File: src/rtl/shift_unit_pipe.sv
// shift_unit_pipe: pipelined LSL/LSR/ASR/ROL barrel shifter, one register per mux level,
// valid/ready handshake with a global stall when the result is not taken.
module shift_unit_pipe #(
    parameter int W  = 16,
    parameter int SW = $clog2(W) + 1
) (
    input  logic          clk,
    input  logic          rst,
    input  logic          in_valid,
    output logic          in_ready,
    input  logic [W-1:0]  in_data,
    input  logic [SW-1:0] in_sh,
    input  logic [1:0]    in_mode,
    output logic          out_valid,
    input  logic          out_ready,
    output logic [W-1:0]  out_data,
    output logic          out_zero
);
    localparam int L = $clog2(W);

    logic en;
    assign en       = !out_valid || out_ready;
    assign in_ready = en;

    for (genvar k = 0; k <= L; k++) begin : lv
        logic         v, sg;
        logic [W-1:0] d, nd;
        logic [L-1:0] a;
        logic [1:0]   m;
        if (k == 0) begin : g0
            logic over;
            // rotate ignores the over-shift bits, so its amount is naturally modulo W
            always_comb begin
                over = |in_sh[SW-1:L];
                nd   = (over && in_mode != 2'b11) ? {W{in_mode == 2'b10 && in_data[W-1]}} : in_data;
            end
            always_ff @(posedge clk) begin
                if (rst) begin
                    v  <= 1'b0;
                    d  <= '0;
                    a  <= '0;
                    m  <= '0;
                    sg <= 1'b0;
                end else if (en) begin
                    v  <= in_valid;
                    d  <= nd;
                    a  <= in_sh[L-1:0];
                    m  <= in_mode;
                    sg <= in_data[W-1];
                end
            end
        end else begin : gk
            localparam int SH = 1 << (L - k);
            logic [W-1:0] pd;
            always_comb begin
                pd = lv[k-1].d;
                nd = !lv[k-1].a[L-k]     ? pd :
                     lv[k-1].m == 2'b00  ? pd << SH :
                     lv[k-1].m == 2'b01  ? pd >> SH :
                     lv[k-1].m == 2'b10  ? (pd >> SH) | ({W{lv[k-1].sg}} << (W - SH)) :
                                           (pd << SH) | (pd >> (W - SH));
            end
            always_ff @(posedge clk) begin
                if (rst) begin
                    v  <= 1'b0;
                    d  <= '0;
                    a  <= '0;
                    m  <= '0;
                    sg <= 1'b0;
                end else if (en) begin
                    v  <= lv[k-1].v;
                    d  <= nd;
                    a  <= lv[k-1].a;
                    m  <= lv[k-1].m;
                    sg <= lv[k-1].sg;
                end
            end
        end
    end

    // the last level only needs valid and data; the control fields end here
    logic unused;
    assign unused = ^{lv[L].a, lv[L].m, lv[L].sg};

    always_ff @(posedge clk) begin
        if (rst) begin
            out_valid <= 1'b0;
            out_data  <= '0;
            out_zero  <= 1'b0;
        end else if (en) begin
            out_valid <= lv[L].v;
            out_data  <= lv[L].d;
            out_zero  <= lv[L].d == '0;
        end
    end
endmodule

File: config.mk
export PLATFORM = sky130hd
export DESIGN_NAME = shift_unit_pipe
export DESIGN_NICKNAME = d
export VERILOG_FILES = /design/src/rtl/shift_unit_pipe.sv
export SDC_FILE = /design/constraint.sdc
export NUM_CORES = 1
export LEC_CHECK = 0
export CORE_MARGIN = 1
export CORE_UTILIZATION = 35
export DETAILED_ROUTE_END_ITERATION = 12
export PLACE_DENSITY = 0.54
export SLEW_MARGIN = 40
export SYNTH_ARGS = -nofsm -noshare
export SYNTH_HDL_FRONTEND = slang
export SYNTH_SLANG_ARGS = --single-unit
File: constraint.sdc
create_clock -name clk -period 1.35 [get_ports clk]
set_input_delay 0.135 -clock clk [delete_from_list [all_inputs] [get_ports clk]]
set_output_delay 0.135 -clock clk [all_outputs]
set_load 0.05 [all_outputs]
==> impl_metrics.tcl, run 1 <==
set metrics [dict create \
    path_cells "nor2b_4 -> inv_4 -> buf_12 -> buf_12" \
    via_count 5485 \
    nNetsFinal 820 \
    yosys.area.top_type_share_pct 40.37 \
    cellPowerDensity_nw_per_um2 1187 \
    hold_depth 2 \
    fin_cells 1031 \
    worstPathMaxFanout 4 \
    start_util_pct 35.84 \
    max_freq_mhz 708.1 \
    gp_congestion 0.8217 \
    layout_common_cells "dfxtp_1, nand2_1, nand2b_1" \
    hold_class "in2reg" \
    cts_root_buffer "clkbuf_16" \
    path_class "reg2out" \
    antenna_found_initial 0 \
    arrival_ns 1.28 \
    setup_slack_ns -0.06233 \
    p_leak_nw 3.237 \
    period_share_pct 104.6 \
    final_antenna_net_count 0 \
    core_sq_um 17300 \
    p_sw_mw 2.410 \
    holdBufCountCts 0 \
    min_to "lv[4].d[1]" \
    area_growth_syn_to_layout_pct 38.25 \
    avgRoutedWirePerCell_um 15.88 \
    nFillCells 1605 \
    die_w_um 135.1 \
    num_rows 48 \
    synth-seq-cells 125 \
    fin_area_sq_um 8569 \
    grt_max_degree 46 \
    dp.cells 988 \
    final_util_pct 49.54 \
    status "finished with violations" \
    fin_tns_setup_ns -0.06233 \
    min_period_ns 1.412 \
    cap_violations 0 \
    syn_area_sq_um 6198 \
    syn_avg_cell_area_sq_um 8.503 \
    synth_fp_nets 756 \
    vias_per_cell 5.320 \
    io_buffers 45 \
    worst-r2r-cell-count 6 \
    crit_slowest_cell "dfxtp_4" \
    cp.required_ns 1.22 \
    dieArea_sq_um 18250 \
    setup_viol 1 \
    async_flop_share_pct 0 \
    mostFrequentLayoutCell "dfxtp_1" \
    crit_top_cell "buf_12" \
    relSlewSlack_pct 75.21 \
    ys_warn_count 0 \
    wl_um 16370 \
    r2r-end "lv[2].d[5]" \
    numCtsBuffers 17 \
    synthTopCellsByArea "dfxtp_1, nand2b_1, o32ai_1" \
    dr.pass1.iters 5 \
    tightest_slew_ns 0.3713 \
    max_stage_delay_ns 0.34 \
    synth_flop_cell "dfxtp_1" \
    switching_share_pct 23.69 \
    violations "setup timing" \
    grt_pass1_wl_um 26800 \
    synth_edf_count 0 \
    reg2reg_from "out_valid" \
    slew_viol_final 0 \
    start_kind "flop" \
    ys_seq_area_share_pct 40.37 \
    dp_slack_ns -0.2972 \
    die_h_um 135.1 \
    post-synth-top-area-cell "dfxtp_1" \
    skew_ns 0.006935 \
    grt_use_total_pct 18.53 \
    cts_sinks 125 \
    grt_pass1_vias 5385 \
    startpoint "out_valid" \
    io_pins 46 \
    seq_power_share_pct 39.6 \
    critical_path.endpoint_type "output port" \
    h-tree-depth 4 \
    dp_hpwl_um 11100 \
    hold_violations 0 \
    drc 0 \
    drive_gt1_share_pct 23.57 \
    hold_start "rst" \
    postPlaceCellArea_sq_um 7505 \
    clk_pin_slew_worst_paths_ns 0.06 \
    clkPwrFrac_pct 49.7 \
    ir_drop_v 0.0008802 \
    overflow 0 \
    diodes 0 \
    rsz0062_at_grt "true" \
    clk_path_buf_depth 2 \
    worst-r2r-setup-slack_ns 0 \
    clk_latency_ns 0.42 \
    yosysUniqueCellTypes 34 \
    synthCells 729 \
    drt_iter0_drc 364 \
    cts_tree "built" \
    p_int_mw 7.764 \
    combPwrFrac_pct 10.7 \
]
==> cells by family after synthesis <==
| logic type | Yosys count | share of synthesized area [%] |
|---|---|---|
| xor gates and xnor gates | 3 | 0.9690 |
| buffers and inverters | 76 | 5.208 |
| and+or+nand+nor | 257 | 20.55 |
| muxes | 56 | 9.487 |
| DFF | 125 | 40.37 |
| AOI/OAI and AO/OA | 212 | 23.42 |
==> timing repair <==
item / 4_1_cts / 5_1_grt
pin swaps: 1 / 12
cloned: 2 / 3
endpoints found under the setup margin: 34 / 86
resized for setup: 18 / 33
buffers inserted: 7 / 0
==> synth_stat cells, types with 6 or more instances <==
library cell,instances
a211oi_1,24
o21ai_0,56
nand2_1,110
a2bb2oi_1,7
a221oi_1,20
clkbuf_1,48
nand2b_1,95
nor2_1,29
buf_1,6
buf_2,12
or2b_1,10
mux2i_1,34
o32ai_1,57
inv_1,6
mux2_2,22
dfxtp_1,125
a21oi_1,44
==> critical path: cells and delay by family (launching register included) <==
kind,cells,cell delay (ns)
and+or+nand+nor,1,0.18
DFF,1,0.34
buffers and inverters,3,0.33
==> metrics by stage <==
step,hold WS (ns),total power [mW]
after CTS,0.1489,10.21
after global routing,0.1901,10.54
after floorplan,0.2755,4.655
after global placement,0.4405,5.079
after detailed placement,0.4451,5.102
final,0.1734,10.17
==> worst max-delay path by stage <==
stage,end,slack (ns),cells after the start
5_1_grt,in_ready,-0.11,4
3_3_place_gp,lv[3].d[14],-0.24,6
4_1_cts,in_ready,-0.08,4
6_report,in_ready,-0.06,4
2_1_floorplan,lv[2].d[12],0.001,4
3_5_place_dp,lv[0].d[3],-0.30,4
==> power by group through the flow <==
stage / combinational (mW) / sequential (mW) / clock (mW)
after floorplan: 0.575 / 4.08 / 0
after global placement: 0.988 / 4.09 / 0
after detailed placement: 1.00 / 4.10 / 0
after CTS: 1.05 / 4.02 / 5.14
after global routing: 1.18 / 4.05 / 5.31
final: 1.09 / 4.03 / 5.06
==> routing by layer <==
| metal | vias up | wire length, um | track usage (%) | share of wire (%) |
|---|---|---|---|---|
| li1 | 2744 | - | - | - |
| met2 | 88 | 7795 | 29.69 | 48 |
| met4 | 0 | 305 | 6.742 | 1.9 |
| met1 | 2629 | 7800 | 24.40 | 48 |
| met5 | - | 0 | 0 | 0 |
| met3 | 24 | 472 | 3.941 | 2.9 |
==> layout make-up <==
cell class	instances	area (sq um)	share of cell area, %
repair buffers	114	1483	17.30
multi-input cells	528	3601	42.02
clock inverters	13	211.5	2.468
inverters	7	32.53	0.3796
clock buffers	19	442.9	5.169
flip-flops and latches	125	2517	29.38
well taps	225	281.5	3.285
==> flip-flops by register name (all words and copies together) (netlist names) <==
name,flops
lv.m,8
lv.d,80
out_data,16
lv.v,5
out_valid,1
lv.sg,4
out_zero,1
lv.a,10
No activity file was read; power rests on OpenSTA's default activity.
==> run 2, diff against run 1 <==
--- a/config.mk
+++ b/config.mk
@@ -7,6 +7,7 @@
 export LEC_CHECK = 0
 export CORE_MARGIN = 1
 export CORE_UTILIZATION = 35
+export CTS_BUF_LIST = sky130_fd_sc_hd__clkbuf_8
 export DETAILED_ROUTE_END_ITERATION = 12
 export PLACE_DENSITY = 0.54
 export SLEW_MARGIN = 40
==> run 2 against run 1 <==
  * Combinational power hardly changed
  * Count of clock-buffer cells in the layout is 1 lower
  * Setup slack worse by 0.023 ns
  * Final cell count is 0.19% lower
  * The flow still finishes with violations (setup timing)
  * Critical path type unchanged
==> impl_metrics.tcl, run 2 (synthesized netlist as in run 1, its figures left out) <==
set metrics [dict create \
    status "finished with violations" \
    violations "setup timing" \
    setup_viol 6 \
    crit_top_cell "buf_12" \
    setup_slack_ns -0.08519 \
    slew_viol_final 0 \
    regMostFlops "lv.d" \
    area_growth_syn_to_layout_pct 34.30 \
    critical_path.endpoint_type "output port" \
    num_rows 48 \
    cellPowerDensity_nw_per_um2 1069 \
    arrival_ns 1.30 \
    numCtsBuffers 17 \
    tightest_slew_ns 0.3745 \
    path_class "reg2out" \
    largest_reg_flops 80 \
    clk_latency_ns 0.44 \
    via_count 5489 \
    p_int_mw 6.664 \
    wl_um 16450 \
    fin_tns_setup_ns -0.1684 \
    grt_pass1_vias 5417 \
    hold_violations 0 \
    drt_iter0_drc 340 \
    antenna_found_initial 0 \
    overflow 0 \
    dieArea_sq_um 18250 \
    io_buffers 45 \
    clk_pin_slew_worst_paths_ns 0.07 \
    die_w_um 135.1 \
    start_util_pct 35.84 \
    path_cells "nor2b_4 -> inv_4 -> buf_12 -> buf_12" \
    avgRoutedWirePerCell_um 15.98 \
    p_sw_mw 2.237 \
    cts_tree "built" \
    vias_per_cell 5.334 \
    final_antenna_net_count 0 \
    seq_power_share_pct 45.1 \
    power_mw 8.901 \
    grt_use_total_pct 18.64 \
    mostFrequentLayoutCell "dfxtp_1" \
    grt_pass1_wl_um 27050 \
    cp.required_ns 1.22 \
    skew_ns 0.008235 \
    crit_slowest_cell "dfxtp_4" \
    drive_gt1_share_pct 22.64 \
    dp_slack_ns -0.2972 \
    layout_common_cells "dfxtp_1, nand2_1, nand2b_1" \
    drc 0 \
    ir_drop_v 0.0006583 \
    hold_class "in2reg" \
    max_stage_delay_ns 0.35 \
    diodes 0 \
    switching_share_pct 25.13 \
    p_leak_nw 3.140 \
    dr.pass1.iters 5 \
    cts_root_buffer "clkbuf_8" \
    gp_congestion 0.8217 \
    die_h_um 135.1 \
    crit_family "flip-flops" \
    cts_sinks 125 \
    rsz0062_at_grt "true" \
    combPwrFrac_pct 12.1 \
    fin_area_sq_um 8324 \
    dp_hpwl_um 11100 \
    postPlaceCellArea_sq_um 7505 \
    h-tree-depth 4 \
    io_pins 46 \
    min_period_ns 1.435 \
    worstPathMaxFanout 3 \
    cap_violations 0 \
    max_freq_mhz 696.8 \
    core_sq_um 17300 \
    clk_path_buf_depth 2 \
    nNetsFinal 818 \
    period_share_pct 106.3 \
    reg_top3 "lv.d x80, out_data x16, lv.a x10" \
    relSlewSlack_pct 74.80 \
    cp_num_buf_inv 3 \
    holdBufCountCts 0 \
    grt_max_degree 46 \
    clkPwrFrac_pct 42.8 \
    start_kind "flop" \
]
-- run 2: power groups by stage --
stage | Combinational (mW) | Sequential [mW] | Clock (mW)
2_1_floorplan | 0.575 | 4.08 | 0
3_3_place_gp | 0.988 | 4.09 | 0
3_5_place_dp | 1.00 | 4.10 | 0
4_1_cts | 1.03 | 4.01 | 3.88
5_1_grt | 1.16 | 4.04 | 4.06
6_report | 1.07 | 4.02 | 3.81
-- run 2: what timing repair did --
| item | 4_1_cts | 5_1_grt |
|---|---|---|
| pin swaps | 0 | 1 |
| gates resized for setup | 11 | 30 |
| gates cloned | 4 | 0 |
| setup buffers | 5 | 1 |
| endpoints found under the setup margin | 34 | 117 |
-- run 2: cell type report --
cell class | instances | area (sq um)
Fill cell | 1657 | 8972
Multi-Input combinational cell | 528 | 3560
Sequential cell | 125 | 2515
Timing Repair Buffer | 112 | 1473
Tap cell | 225 | 281.5
Clock buffer | 18 | 247.7
Clock inverter | 14 | 215.2
Inverter | 7 | 32.53
-- run 2: worst paths after layout --
check | startpoint | slack [ns] | to | depth (start not counted)
hold / removal | rst | 0.15 | lv[4].d[1] | 2
setup reg to reg | out_valid | -0.03 | lv[0].d[3] | 7
setup / recovery | out_valid | -0.09 | in_ready | 4
hold reg to reg | lv[0].a[1] | 0.45 | lv[0].a[1] | 2
-- run 2: through the flow --
step	utilization (%)	cells	hold WS, ns
after detailed placement	43.39	988	0.4451
after floorplan	-	729	0.2755
after CTS	47.36	1029	0.1208
final	48.13	1029	0.1485
after global placement	43.39	988	0.4405
after global routing	48.13	1029	0.1527
-- run 2: metal layers --
layer / share of wire, % / GRT usage [%] / wire length (um) / vias up
met3: 3.2 / 4.279 / 529 / 22
met5: 0 / 0 / 0 / -
met4: 1.6 / 5.680 / 267 / 0
li1: - / - / - / 2744
met2: 47 / 29.63 / 7715 / 95
met1: 48 / 24.95 / 7936 / 2628
==> run 3, diff against run 2 <==
--- a/config.mk
+++ b/config.mk
@@ -8,6 +8,7 @@
 export CORE_MARGIN = 1
 export CORE_UTILIZATION = 35
 export CTS_BUF_LIST = sky130_fd_sc_hd__clkbuf_8
+export CTS_CLUSTER_DIAMETER = 100
 export DETAILED_ROUTE_END_ITERATION = 12
 export PLACE_DENSITY = 0.54
 export SLEW_MARGIN = 40
==> results of run 3 <==
The final DEF is identical to that of run 2; final timing and power are the same.
